`config.mk`:
```
export PLATFORM = sky130hd
export DESIGN_NAME = cga_text_pixel
export DESIGN_NICKNAME = d
export VERILOG_FILES = /design/src/rtl/cga_pkg.sv /design/src/rtl/cga_delay.sv /design/src/rtl/cga_text_pixel.sv
export SDC_FILE = /design/constraint.sdc
export NUM_CORES = 1
export LEC_CHECK = 0
export BUFFER_PORTS_ARGS = -buffer_cell sky130_fd_sc_hd__buf_2
export CAP_MARGIN = 20
export CORE_MARGIN = 5
export CORE_UTILIZATION = 39
export CTS_BUF_LIST = sky130_fd_sc_hd__clkbuf_16
export DETAILED_ROUTE_END_ITERATION = 7
export GPL_TIMING_DRIVEN = 0
export PLACE_DENSITY = 0.6
export SLEW_MARGIN = 20
export SYNTH_ARGS = -nofsm -noshare
export SYNTH_HDL_FRONTEND = slang
export SYNTH_SLANG_ARGS = --single-unit
```
`constraint.sdc`:
```
create_clock -name clk_i -period 3.8 [get_ports clk_i]
set_clock_uncertainty 0.2 [all_clocks]
set_input_delay 0.76 -clock clk_i [delete_from_list [all_inputs] [get_ports clk_i]]
set_output_delay 0.76 -clock clk_i [all_outputs]
set_load 0.03 [all_outputs]
```
`src/rtl/cga_pkg.sv`:
```
// cga_pkg: shared geometry, latency and address widths for the CGA text pixel pipeline
package cga_pkg;

    localparam int DEF_COLS = 80;
    localparam int DEF_ROWS = 30;
    localparam int CELL_W   = 8;
    localparam int CELL_H   = 16;
    localparam int LATENCY  = 5;
    localparam int VRAM_AW  = 12;
    localparam int FONT_AW  = 12;

    typedef struct packed {
        logic [3:0] bg;
        logic [3:0] fg;
    } attr_t;

    // Row times column count built from shifted partial products so no multiplier is inferred
    function automatic logic [VRAM_AW-1:0] mul_cols(input logic [5:0] row, input int cols);
        logic [VRAM_AW-1:0] acc;
        acc = '0;
        for (int i = 0; i < VRAM_AW; i++)
            if (cols[i]) acc = acc + (VRAM_AW'(row) << i);
        return acc;
    endfunction

endpackage

```
`src/rtl/cga_delay.sv`:
```
// cga_delay: width x depth shift register used to keep side-band signals aligned with the pixel
module cga_delay #(
    parameter int WIDTH = 1,
    parameter int DEPTH = 1
) (
    input  logic             clk,
    input  logic             rst_n,
    input  logic [WIDTH-1:0] din,
    output logic [WIDTH-1:0] dout
);

    logic [WIDTH-1:0] stage [DEPTH];

    // Shift one stage per clock; reset empties every stage
    always_ff @(posedge clk or negedge rst_n) begin
        if (!rst_n) begin
            for (int i = 0; i < DEPTH; i++) stage[i] <= '0;
        end else begin
            stage[0] <= din;
            for (int i = 1; i < DEPTH; i++) stage[i] <= stage[i-1];
        end
    end

    assign dout = stage[DEPTH-1];

endmodule

```
`src/rtl/cga_text_pixel.sv`:
```
// cga_text_pixel: 80x30 text-mode pixel pipeline, 5-cycle latency; CGA_BLINK_EN enables attr[7] blink
module cga_text_pixel
    import cga_pkg::*;
#(
    parameter int COLS      = DEF_COLS,
    parameter int ROWS      = DEF_ROWS,
    parameter int BLINK_BIT = 4
) (
    input  logic               clk_i,
    input  logic               rst_ni,
    input  logic               de_i,
    input  logic               hs_i,
    input  logic               vs_i,
    input  logic [9:0]         x_i,
    input  logic [9:0]         y_i,
    output logic [VRAM_AW-1:0] vram_addr_o,
    input  logic [15:0]        vram_data_i,
    output logic [FONT_AW-1:0] font_addr_o,
    input  logic [7:0]         font_data_i,
    output logic [3:0]         color_o,
    output logic               de_o,
    output logic               hs_o,
    output logic               vs_o
);

    localparam int XS = $clog2(CELL_W);
    localparam int YS = $clog2(CELL_H);

    logic [5:0] row;
    logic [6:0] col;
    logic       in_range;
    logic       vis;
    logic       vis_d;
    logic [2:0] xb_d;
    logic [3:0] line_d;
    attr_t      attr_d;
    logic [3:0] fg;
    logic [3:0] bg;

    assign row      = y_i[9:YS];
    assign col      = x_i[9:XS];
    assign in_range = (int'(row) < ROWS) && (int'(col) < COLS);
    assign vis      = de_i & in_range;

    // Cell address from the current pixel; off-screen cells read address 0
    always_ff @(posedge clk_i or negedge rst_ni) begin
        if (!rst_ni) vram_addr_o <= '0;
        else         vram_addr_o <= in_range ? mul_cols(row, COLS) + VRAM_AW'(col) : '0;
    end

    cga_delay #(.WIDTH(3), .DEPTH(LATENCY)) u_sync (
        .clk(clk_i), .rst_n(rst_ni),
        .din({de_i, hs_i, vs_i}), .dout({de_o, hs_o, vs_o})
    );

    cga_delay #(.WIDTH(4), .DEPTH(LATENCY-1)) u_pix (
        .clk(clk_i), .rst_n(rst_ni),
        .din({vis, x_i[XS-1:0]}), .dout({vis_d, xb_d})
    );

    cga_delay #(.WIDTH(4), .DEPTH(2)) u_line (
        .clk(clk_i), .rst_n(rst_ni),
        .din(y_i[YS-1:0]), .dout(line_d)
    );

    cga_delay #(.WIDTH(8), .DEPTH(2)) u_attr (
        .clk(clk_i), .rst_n(rst_ni),
        .din(vram_data_i[15:8]), .dout(attr_d)
    );

    // Glyph row address from the fetched character and the line within the cell
    always_ff @(posedge clk_i or negedge rst_ni) begin
        if (!rst_ni) font_addr_o <= '0;
        else         font_addr_o <= {vram_data_i[7:0], line_d};
    end

`ifdef CGA_BLINK_EN
    logic [4:0] frame_cnt;
    logic       vs_q;

    // Count vs rising edges; one bit of the count sets the blink phase
    always_ff @(posedge clk_i or negedge rst_ni) begin
        if (!rst_ni) begin
            vs_q      <= 1'b0;
            frame_cnt <= '0;
        end else begin
            vs_q <= vs_i;
            if (vs_i & ~vs_q) frame_cnt <= frame_cnt + 5'd1;
        end
    end

    assign bg = {1'b0, attr_d.bg[2:0]};
    assign fg = (attr_d.bg[3] & frame_cnt[BLINK_BIT]) ? bg : attr_d.fg;
`else
    logic unused_blink;

    assign unused_blink = ^BLINK_BIT;
    assign bg           = attr_d.bg;
    assign fg           = attr_d.fg;
`endif

    // Pick the glyph bit for this column; blanking and off-screen cells give black
    always_ff @(posedge clk_i or negedge rst_ni) begin
        if (!rst_ni) color_o <= '0;
        else         color_o <= vis_d ? (font_data_i[~xb_d] ? fg : bg) : 4'h0;
    end

endmodule
```
==> flow_metrics.py <==
metrics = {
    "place": {
        "dpl_cell_area_um2": 3130,
        "place.gp.congestion": 0.771,
        "io_buffers": 79,
        "dp_hpwl_mm": 3.14,
        "place_ws_ns": 0.851,
    },
    "sta": {
        "setup_tns_ns": 0,
        "fmax_mhz": 383,
        "grt_setup_unrepaired": "false",
        "period_needed_ns": 2.61,
        "slew_violations": 0,
        "worst_slack_ns": 1.19,
        "period_share_pct": 68.7,
        "timing.hold.ws_ns": 0.140,
        "worst_pin_slew_ns": 0.631,
        "slew-limit-headroom_pct": 57.4,
        "finalSetupViolations": 0,
        "hold_viol": 0,
    },
    "critical_path": {
        "path_buf_inv": 3,
        "path_max_fanout": 3,
        "cp_top_family": "adder cells",
        "cp_num_cells": 9,
        "required_ns": 3.80,
        "start_kind": "input port",
        "crit_chain": "buf_2, inv_1, fa_1, inv_1, fa_1, a211oi_1, o21bai_1, a21oi_1, nor2_1",
        "worst_ep_arrival_time_ns": 2.61,
        "crit_type": "in2reg",
        "critPathCaptureType": "flop",
        "worst_path_max_delay_cell": "fa_1",
        "critPathMaxStageDelay_ns": 0.52,
        "rr_worst_depth": 4,
    },
    "floorplan": {
        "core_area_um2": 6420,
        "rows": 29,
        "start_util_pct": 40.6,
        "die_width_um": 91.8,
        "io_pins": 80,
        "fp.dieArea_um2": 8420,
        "die_h_um": 91.8,
    },
    "route": {
        "drt_iter0_drc": 47,
        "vias": 1441,
        "ant_nets": 0,
        "wl_per_cell_um": 13.2,
        "first_pass_iters": 4,
        "drt_drc_violations_left": 0,
        "drt_wl_total_mm": 4.27,
        "via_per_inst": 4.45,
    },
    "synth": {
        "synth.area.top_cells": "dfrtp_1 80%, ha_1 5.3%, mux4_1 2.0%, and3_1 1.9%, fa_1 1.5%",
        "yosysUniqueCellTypes": 22,
        "async_reset_ff_share_pct": 100,
        "synth_top_flop_cell": "dfrtp_1",
        "synthCells": 151,
        "yosysWarnings": 0,
        "yosysTopAreaCellShare_pct": 79.6,
        "yosysSeqAreaShare_pct": 79.6,
        "syn_avg_cell_area_um2": 17.3,
        "ys_ff_latch": 83,
        "synth_nets": 213,
        "synth_top_cell_by_area": "dfrtp_1",
        "synthMostInstantiatedCell": "dfrtp_1",
        "synth_commonest_cells": "83 x dfrtp_1, 11 x ha_1, 8 x and3_1",
        "synth_edf_count": 0,
        "netlist_area_um2": 2610,
    },
    "global_routing": {
        "grt_use_met3_pct": 3.44,
        "grt_max_degree": 51,
        "grtUsageTotal_pct": 11.4,
        "grt_overflow": 0,
        "antenna_found_initial": 0,
        "use_met1_pct": 13.5,
        "grt_util_met2_pct": 17.4,
        "grt_pass1_vias": 1546,
        "grt_pass1_wl_mm": 7.33,
        "grt-busiest-layer": "met2",
    },
    "final_layout": {
        "regArea_um2": 2080,
        "fillCellCount": 552,
        "n_antenna_cell": 0,
        "final_area_um2": 3390,
        "multi_input_area_um2": 508,
        "drive_gt1_share_pct": 38.5,
        "nNetsFinal": 304,
        "synthToLayoutAreaGrowth_pct": 30.1,
        "final_util_pct": 52.8,
    },
    "clocking": {
        "hold_buffers": 0,
        "cts_setup_buffers": 0,
        "post_cts_resized": 0,
        "clkSlewWorstSetupHoldPaths_ns": 0.06,
        "cts_tree": "yes",
        "cts_max_path_buffers": 2,
        "htreeDepth": 3,
        "cts.sinks": 83,
        "clkLatencyLatePin_ns": 0.32,
        "numCtsBuffers": 9,
        "root_buffer": "clkbuf_16",
    },
    "power_and_ir_drop": {
        "ir_drop_mv": 0.219,
        "p_leak_nw": 1.75,
        "power_density_nw_per_um2": 550,
    },
    "min_path": {
        "min_delay_path_depth": 0,
        "worstHoldPathType": "reg2reg",
    },
    "run_status": {
        "status": "completed",
    },
    "run": {
        "max-cap-violations": 0,
    },
}
[worst paths after layout]
kind,slack (ns),startpoint,end
worst max-delay path,1.19,x_i[9],vram_addr_o[11]
worst min-delay path,0.14,u_pix.stage[11],u_pix.stage[7]
worst max register to register,2.08,u_pix.dout[0],color_o[2]
worst min register to register,0.14,u_pix.stage[11],u_pix.stage[7]
max in group asynchronous,2.64,rst_ni,font_addr_o[10]
min in group asynchronous,0.19,rst_ni,font_addr_o[3]
[layer usage]
| metal | vias up | part of all wire (%) |
|---|---|---|
| li1 | 702 | - |
| met1 | 687 | 42 |
| met2 | 45 | 50 |
| met3 | 7 | 6.3 |
| met4 | 0 | 2.5 |
| met5 | - | 0 |
[state kept, by name, summed over array words and instances, names as in the netlist]
| register | flops |
|---|---|
| u_pix.dout | 4 |
| color_o | 4 |
| u_sync.dout | 3 |
| u_line.dout | 4 |
| u_attr.dout | 8 |
| u_sync.stage | 12 |
| u_line.stage | 4 |
| font_addr_o | 12 |
| u_pix.stage | 12 |
| vram_addr_o | 12 |
| u_attr.stage | 8 |
[cell families after synthesis]
| family | Yosys count | synth area share (%) |
|---|---|---|
| simple gates | 26 | 4.89 |
| buf+inv | 6 | 0.911 |
| compound gates | 19 | 4.56 |
| xor+xnor | 1 | 0.336 |
| flops | 83 | 79.6 |
| mux | 3 | 2.88 |
| fa+ha+maj | 13 | 6.81 |
[where the power goes]
part           internal (W)  switching [W]  total (W)
registers          0.000931      0.0000119   0.000943
clock network      0.000433       0.000307   0.000741
logic             0.0000681       0.000114   0.000182
total               0.00143       0.000433    0.00187
[cell type report]
class / instances / area share [%]
inverters: 5 / 0.553
clock buffers: 9 / 6.64
plain buffers: 1 / 0.147
clock inverters: 7 / 1.11
repair buffers: 80 / 12.5
flip-flops and latches: 83 / 61.2
well taps: 77 / 2.84
multi-input cells: 62 / 15.0
[cells in the final DEF (no fill, tap or decap)]
master       n
clkinvlp_4   1
or3_1        1
clkbuf_2     1
mux4_1       2
buf_16       1
ha_1        11
nor2_1       6
mux2i_4      1
clkinv_4     1
clkinv_2     2
fa_1         2
a21o_1       2
a211oi_1     4
o21ai_1      1
a41oi_1      1
clkbuf_16    9
o21ai_0      7
buf_2       78
o21a_1       1
nand2_1      5
a21oi_1      2
inv_1        7
buf_4        1
dfrtp_1     83
xnor2_1      1
and3_1       8
nor3_1       2
o21bai_1     1
clkinv_1     1
nand3_1      4
[worst register-to-register path: stages, from the launching register on]
cell and delay [ns]:
dfrtp_1 0.37, mux4_1 0.62, mux2i_4 0.26, nand3_1 0.11
o21ai_0 0.08
[per-stage QoR]
stage / power [W] / std cells
after floorplan: 0.00106 / 151
after global placement: 0.00114 / 307
after detailed placement: 0.00115 / 308
after CTS: 0.00190 / 324
after global routing: 0.00196 / 324
final: 0.00187 / 324
Note: power is estimated with default switching activity, not from simulation.
